[config.mk]
export PLATFORM = sky130hd
export DESIGN_NAME = pipeline_ctrl_flat
export DESIGN_NICKNAME = d
export VERILOG_FILES = /design/src/rtl/pipeline_ctrl_pkg.sv /design/src/rtl/pipeline_ctrl_if.sv /design/src/rtl/pipeline_ctrl_sat_counter.sv /design/src/rtl/pipeline_ctrl.sv /design/src/flat_wrapper.sv
export SDC_FILE = /design/constraint.sdc
export NUM_CORES = 1
export LEC_CHECK = 0
export ABC_AREA = 1
export ABC_CLOCK_PERIOD_IN_PS = 3500
export BUFFER_PORTS_ARGS = -buffer_cell sky130_fd_sc_hd__buf_2
export CORE_MARGIN = 2
export CORE_UTILIZATION = 47
export CTS_CLUSTER_SIZE = 20
export DETAILED_ROUTE_END_ITERATION = 12
export GPL_ROUTABILITY_DRIVEN = 0
export GPL_TIMING_DRIVEN = 0
export MAX_ROUTING_LAYER = met4
export PLACE_DENSITY = 0.68
export RECOVER_POWER = 50
export SYNTH_ARGS = -nofsm -noshare
export SYNTH_HDL_FRONTEND = slang
export SYNTH_SLANG_ARGS = --single-unit
[constraint.sdc]
create_clock -name clk_i -period 3.5 [get_ports clk_i]
set_clock_uncertainty 0.15 [all_clocks]
set_input_delay 0 -clock clk_i [delete_from_list [all_inputs] [get_ports clk_i]]
set_output_delay 0 -clock clk_i [all_outputs]
set_load 0.02 [all_outputs]
[src/rtl/pipeline_ctrl_pkg.sv]
// Shared pipeline definitions: sequencer FSM states and the bubble instruction
// that pipeline registers load when flushed.
package pipeline_ctrl_pkg;

  typedef enum logic [1:0] {
    RUN   = 2'd0,
    DWAIT = 2'd1,
    ERR   = 2'd2
  } state_e;

  localparam logic [31:0] NOP_INSN = 32'h0000_0013;  // addi x0, x0, 0

endpackage

[src/rtl/pipeline_ctrl_if.sv]
// Hazard requests into the stall/flush sequencer and the per-stage enables
// and flushes it drives back into the datapath.
interface pipeline_ctrl_if;

  logic load_use_i;
  logic redirect_EX_i;
  logic imem_ready_i;
  logic dmem_req_MEM_i;
  logic dmem_ready_i;

  logic pc_en_o;
  logic IF_ID_en_o;
  logic ID_EX_en_o;
  logic EX_MEM_en_o;
  logic MEM_WB_en_o;
  logic IF_ID_flush_o;
  logic ID_EX_flush_o;
  logic MEM_WB_flush_o;

  // master: datapath/hazard side; slave: the sequencer itself
  modport master (
    output load_use_i, redirect_EX_i, imem_ready_i, dmem_req_MEM_i, dmem_ready_i,
    input  pc_en_o, IF_ID_en_o, ID_EX_en_o, EX_MEM_en_o, MEM_WB_en_o,
    input  IF_ID_flush_o, ID_EX_flush_o, MEM_WB_flush_o
  );

  modport slave (
    input  load_use_i, redirect_EX_i, imem_ready_i, dmem_req_MEM_i, dmem_ready_i,
    output pc_en_o, IF_ID_en_o, ID_EX_en_o, EX_MEM_en_o, MEM_WB_en_o,
    output IF_ID_flush_o, ID_EX_flush_o, MEM_WB_flush_o
  );

endinterface

[src/rtl/pipeline_ctrl_sat_counter.sv]
// Event counter that sticks at its maximum value instead of wrapping.
module sat_counter #(
  parameter int W = 32
) (
  input  logic         clk_i,
  input  logic         rst_ni,
  input  logic         inc_i,
  output logic [W-1:0] cnt_o
);

  logic [W-1:0] cnt_reg;

  always_ff @(posedge clk_i or negedge rst_ni) begin
    if (!rst_ni) begin
      cnt_reg <= '0;
    end else if (inc_i && !(&cnt_reg)) begin
      cnt_reg <= cnt_reg + W'(1);
    end
  end

  assign cnt_o = cnt_reg;

endmodule

[src/rtl/pipeline_ctrl.sv]
// Stall/flush sequencer: merges data-memory waits, EX redirects, load-use
// stalls and fetch waits into one set of pipeline register controls.
module pipeline_ctrl
  import pipeline_ctrl_pkg::*;
#(
  parameter int TIMEOUT = 255,
  parameter int CNT_W   = 32
) (
  input  logic             clk_i,
  input  logic             rst_ni,
  pipeline_ctrl_if.slave   bus,
  output logic             err_o,
  output logic [CNT_W-1:0] stall_cnt_o,
  output logic [CNT_W-1:0] flush_cnt_o
);

  localparam int WAIT_W = $clog2(TIMEOUT + 1);

  state_e            state_reg, state_next;
  logic [WAIT_W-1:0] wait_reg,  wait_next;
  logic              err_reg;
  logic              dstall;
  logic              redirect_apply;

  assign dstall = bus.dmem_req_MEM_i && !bus.dmem_ready_i;

  always_comb begin
    state_next         = state_reg;
    wait_next          = '0;
    redirect_apply     = 1'b0;
    bus.pc_en_o        = 1'b1;
    bus.IF_ID_en_o     = 1'b1;
    bus.ID_EX_en_o     = 1'b1;
    bus.EX_MEM_en_o    = 1'b1;
    bus.MEM_WB_en_o    = 1'b1;
    bus.IF_ID_flush_o  = 1'b0;
    bus.ID_EX_flush_o  = 1'b0;
    bus.MEM_WB_flush_o = 1'b0;

    case (state_reg)
      RUN:     if (dstall) state_next = DWAIT;
      DWAIT: begin
        wait_next = wait_reg + WAIT_W'(1);
        if (bus.dmem_ready_i)                      state_next = RUN;
        else if (wait_reg == WAIT_W'(TIMEOUT - 1)) state_next = ERR;
      end
      default: state_next = ERR;
    endcase

    if (state_reg == ERR) begin
      bus.pc_en_o     = 1'b0;
      bus.IF_ID_en_o  = 1'b0;
      bus.ID_EX_en_o  = 1'b0;
      bus.EX_MEM_en_o = 1'b0;
      bus.MEM_WB_en_o = 1'b0;
    end else if (dstall) begin
      // EX stays frozen, so a pending redirect re-presents once memory completes
      bus.pc_en_o        = 1'b0;
      bus.IF_ID_en_o     = 1'b0;
      bus.ID_EX_en_o     = 1'b0;
      bus.EX_MEM_en_o    = 1'b0;
      bus.MEM_WB_flush_o = 1'b1;
    end else if (bus.redirect_EX_i) begin
      redirect_apply    = 1'b1;
      bus.IF_ID_flush_o = 1'b1;
      bus.ID_EX_flush_o = 1'b1;
    end else if (bus.load_use_i) begin
      bus.pc_en_o       = 1'b0;
      bus.IF_ID_en_o    = 1'b0;
      bus.ID_EX_flush_o = 1'b1;
    end else if (!bus.imem_ready_i) begin
      bus.pc_en_o       = 1'b0;
      bus.IF_ID_flush_o = 1'b1;
    end
  end

  always_ff @(posedge clk_i or negedge rst_ni) begin
    if (!rst_ni) begin
      state_reg <= RUN;
      wait_reg  <= '0;
      err_reg   <= 1'b0;
    end else begin
      state_reg <= state_next;
      wait_reg  <= wait_next;
      err_reg   <= (state_next == ERR);
    end
  end

  assign err_o = err_reg;

  sat_counter #(.W(CNT_W)) u_stall_cnt (
    .clk_i  (clk_i),
    .rst_ni (rst_ni),
    .inc_i  (!bus.pc_en_o),
    .cnt_o  (stall_cnt_o)
  );

  sat_counter #(.W(CNT_W)) u_flush_cnt (
    .clk_i  (clk_i),
    .rst_ni (rst_ni),
    .inc_i  (redirect_apply),
    .cnt_o  (flush_cnt_o)
  );

endmodule
[src/flat_wrapper.sv]
// flat-port wrapper written by rule: the top's interface ports become plain ports
module pipeline_ctrl_flat import pipeline_ctrl_pkg::*;
#(
  parameter int TIMEOUT = 255,
  parameter int CNT_W   = 32
)
  (clk_i, rst_ni, err_o, stall_cnt_o, flush_cnt_o, bus_load_use_i, bus_redirect_EX_i, bus_imem_ready_i, bus_dmem_req_MEM_i, bus_dmem_ready_i, bus_pc_en_o, bus_IF_ID_en_o, bus_ID_EX_en_o, bus_EX_MEM_en_o, bus_MEM_WB_en_o, bus_IF_ID_flush_o, bus_ID_EX_flush_o, bus_MEM_WB_flush_o);
  pipeline_ctrl_if bus_i ();
  input  logic clk_i;
  input  logic rst_ni;
  output logic err_o;
  output logic [CNT_W-1:0] stall_cnt_o;
  output logic [CNT_W-1:0] flush_cnt_o;
  input wire logic [$bits(bus_i.load_use_i)-1:0] bus_load_use_i;
  input wire logic [$bits(bus_i.redirect_EX_i)-1:0] bus_redirect_EX_i;
  input wire logic [$bits(bus_i.imem_ready_i)-1:0] bus_imem_ready_i;
  input wire logic [$bits(bus_i.dmem_req_MEM_i)-1:0] bus_dmem_req_MEM_i;
  input wire logic [$bits(bus_i.dmem_ready_i)-1:0] bus_dmem_ready_i;
  output wire logic [$bits(bus_i.pc_en_o)-1:0] bus_pc_en_o;
  output wire logic [$bits(bus_i.IF_ID_en_o)-1:0] bus_IF_ID_en_o;
  output wire logic [$bits(bus_i.ID_EX_en_o)-1:0] bus_ID_EX_en_o;
  output wire logic [$bits(bus_i.EX_MEM_en_o)-1:0] bus_EX_MEM_en_o;
  output wire logic [$bits(bus_i.MEM_WB_en_o)-1:0] bus_MEM_WB_en_o;
  output wire logic [$bits(bus_i.IF_ID_flush_o)-1:0] bus_IF_ID_flush_o;
  output wire logic [$bits(bus_i.ID_EX_flush_o)-1:0] bus_ID_EX_flush_o;
  output wire logic [$bits(bus_i.MEM_WB_flush_o)-1:0] bus_MEM_WB_flush_o;
  assign bus_i.load_use_i = bus_load_use_i;
  assign bus_i.redirect_EX_i = bus_redirect_EX_i;
  assign bus_i.imem_ready_i = bus_imem_ready_i;
  assign bus_i.dmem_req_MEM_i = bus_dmem_req_MEM_i;
  assign bus_i.dmem_ready_i = bus_dmem_ready_i;
  assign bus_pc_en_o = bus_i.pc_en_o;
  assign bus_IF_ID_en_o = bus_i.IF_ID_en_o;
  assign bus_ID_EX_en_o = bus_i.ID_EX_en_o;
  assign bus_EX_MEM_en_o = bus_i.EX_MEM_en_o;
  assign bus_MEM_WB_en_o = bus_i.MEM_WB_en_o;
  assign bus_IF_ID_flush_o = bus_i.IF_ID_flush_o;
  assign bus_ID_EX_flush_o = bus_i.ID_EX_flush_o;
  assign bus_MEM_WB_flush_o = bus_i.MEM_WB_flush_o;
  pipeline_ctrl #(.TIMEOUT(TIMEOUT), .CNT_W(CNT_W)) u_core (.clk_i(clk_i), .rst_ni(rst_ni), .bus(bus_i), .err_o(err_o), .stall_cnt_o(stall_cnt_o), .flush_cnt_o(flush_cnt_o));
endmodule
==> flow_metrics.env <==
export IMPL_slew_viol_final=0
export IMPL_pwr_density_cell_nw_per_um2=393.0
export IMPL_required_ns=3.60
export IMPL_status="finished, final reports clean"
export IMPL_coreArea_um2=9864
export IMPL_nets=866
export IMPL_drive_above_1_share_pct=7.093
export IMPL_clock_sinks=75
export IMPL_hold_violations=0
export IMPL_cts_tree="done"
export IMPL_grt_pass1_vias=4804
export IMPL_p_leak_nw=2.659
export IMPL_cts_buffers=9
export IMPL_peakVddDrop_uv=263.8
export IMPL_drc_errors=0
export IMPL_antenna_found_initial=0
export IMPL_syn_to_final_growth_pct=16.94
export IMPL_cap_violations=0
export IMPL_die_area_um2=11080
export IMPL_grt_usage_pct=25.47
export IMPL_synth_warnings=0
export IMPL_final_common_cell="nand2_1"
export IMPL_crit_path_end_kind="flop"
export IMPL_period_needed_ns=2.295
export IMPL_final_core_util_pct=57.10
export IMPL_cts_buffer_depth=2
export IMPL_rsz0062_at_grt="no"
export IMPL_start_kind="flop"
export IMPL_synth_cells=760
export IMPL_route_vias_total=4937
export IMPL_synth_cell_types=23
export IMPL_wl_um=12970
export IMPL_worstSkewPairLatency_ns=0.36
export IMPL_critical_path_max_fanout=10
export IMPL_dr_pass1_iters=5
export IMPL_cts_root_buf="clkbuf_8"
export IMPL_portBuffers=79
export IMPL_yosysSeqAreaShare_pct=38.96
export IMPL_finalSetupTns_ns=0
export IMPL_grt_max_degree=54
export IMPL_viasPerCell=4.972
export IMPL_synth_nets=771
export IMPL_arrival_ns=2.39
export IMPL_criticalPathCategory="reg -> reg"
export IMPL_grt_ovfl_total=0
export IMPL_most_common_layout_cells="385 x nand2_1, 116 x nor2_1, 75 x dfrtp_1, 60 x clkbuf_1, 56 x inv_1"
export IMPL_placed_cell_area_um2=5409
export IMPL_fin_crit_sh_pct=65.57
export IMPL_synth_avg_cell_area_um2=6.338
export IMPL_initial_core_util_pct=48.83
export IMPL_ys_ff_latch=75
export IMPL_synth_area_um2=4817
export IMPL_drt_initial_drc_count=230
export IMPL_fmax_mhz=435.8
export IMPL_die_y_um=105.2
export IMPL_die_w_um=105.2
export IMPL_fin_area_um2=5633
export IMPL_rows=36
export IMPL_slew_headroom_pct=28.40
export IMPL_ant_nets=0
export IMPL_antennaDiodeCount=0
export IMPL_grt_pass1_wl_um=22160
export IMPL_post_cts_setup_buffers=0
export IMPL_min_path_type="in -> reg"
export IMPL_setup_viol=0
export IMPL_worst_slew_pin_slew_ns=1.070
export IMPL_hpwl_um=9878
export IMPL_clk_pin_slew_ns=0.08
export IMPL_whs_ns=0.05798
export IMPL_htreeDepth=3
export IMPL_routedWlPerCell_um=13.06
export IMPL_io_pin_count=80
[worst max-delay path, stage by stage, from the launching register on]
cell and delay, ns:
dfrtp_1 0.46, ha_1 0.32, inv_1 0.13, nor2_4 0.17, nand2_1 0.07, nor2_1 0.10
nand2_1 0.09, nand2_2 0.15, inv_2 0.06, clkbuf_1 0.28, nand2_1 0.15, nand2_1 0.06
[cell usage after synthesis, drive strengths merged]
cell type    n  share of area (%)
buf         11                1.7
nand2      391                 31
nand3b       7                1.1
nand4        1               0.13
a21oi        8               0.83
a31o         1               0.18
xor2        19                3.5
o21ai       11                1.1
clkbuf       1              0.078
nand3       36                3.7
nor3         6               0.62
nor2       120                9.8
inv         58                4.5
xnor2        9                1.6
dfrtp       75                 39
o21bai       2               0.31
ha           4                1.0
[stage by stage]
step / worst slack, ns / cells / power, mW
after floorplan: 1.494 / 760 / 1.239
after global placement: 1.241 / 972 / 1.361
after detailed placement: 1.225 / 973 / 1.375
after CTS: 1.199 / 993 / 2.242
after global routing: 0.9852 / 993 / 2.327
final: 1.205 / 993 / 2.214
[layer usage]
metal / track usage (%) / up-vias / share of wire, %
li1: - / 2510 / -
met1: 31.59 / 2246 / 45
met2: 40.32 / 142 / 47
met3: 4.824 / 39 / 5.0
met4: 11.81 / 0 / 3.8
met5: - / - / 0
[what timing repair did]
action                    4_1_cts  5_1_grt
hold endpoints to repair       78        0
gates resized for setup         0        0
hold buffers                    4        0
[final cells by class]
type,count,area (µm²)
Fill cell,994,4232
Multi-Input combinational cell,615,2636
Sequential cell,75,1877
Timing Repair Buffer,84,389.1
Inverter,58,217.7
Tap cell,133,166.4
Clock buffer,12,165.2
Clock inverter,4,95.09
Buffer,12,86.33
[final timing paths]
kind | from | endpoint | slack, ns | cells past startpoint
setup / recovery | u_core.u_stall_cnt.cnt_o[0] | u_core.u_stall_cnt.cnt_o[23] | 1.21 | 11
max in group asynchronous | rst_ni | u_core.u_stall_cnt.cnt_o[30] | 1.64 | 3
hold reg to reg | u_core.wait_reg[0] | u_core.wait_reg[0] | 0.33 | 1
setup reg to reg | u_core.u_stall_cnt.cnt_o[0] | u_core.u_stall_cnt.cnt_o[23] | 1.21 | 11
min in group asynchronous | rst_ni | u_core.u_stall_cnt.cnt_o[3] | 0.11 | 3
hold / removal | bus_redirect_EX_i | u_core.u_flush_cnt.cnt_o[9] | 0.06 | 7
[kinds of logic (layout without fill, tap and decap cells)]
| group | after synthesis | count (layout) | synth area share, % |
|---|---|---|---|
| adder cells (fa/ha/maj) | 4 | 4 | 1.039 |
| XOR/XNOR | 28 | 28 | 5.091 |
| buffers and inverters | 70 | 170 | 6.312 |
| AND/OR/NAND/NOR | 561 | 561 | 46.13 |
| AO/OA/AOI/OAI | 22 | 22 | 2.467 |
| flip-flops | 75 | 75 | 38.96 |
[where the power goes]
group          internal (mW)  switching, mW
combinational          0.117          0.234
sequential             0.916         0.0819
clock                  0.531          0.334
(Power assumes the default switching activity.)
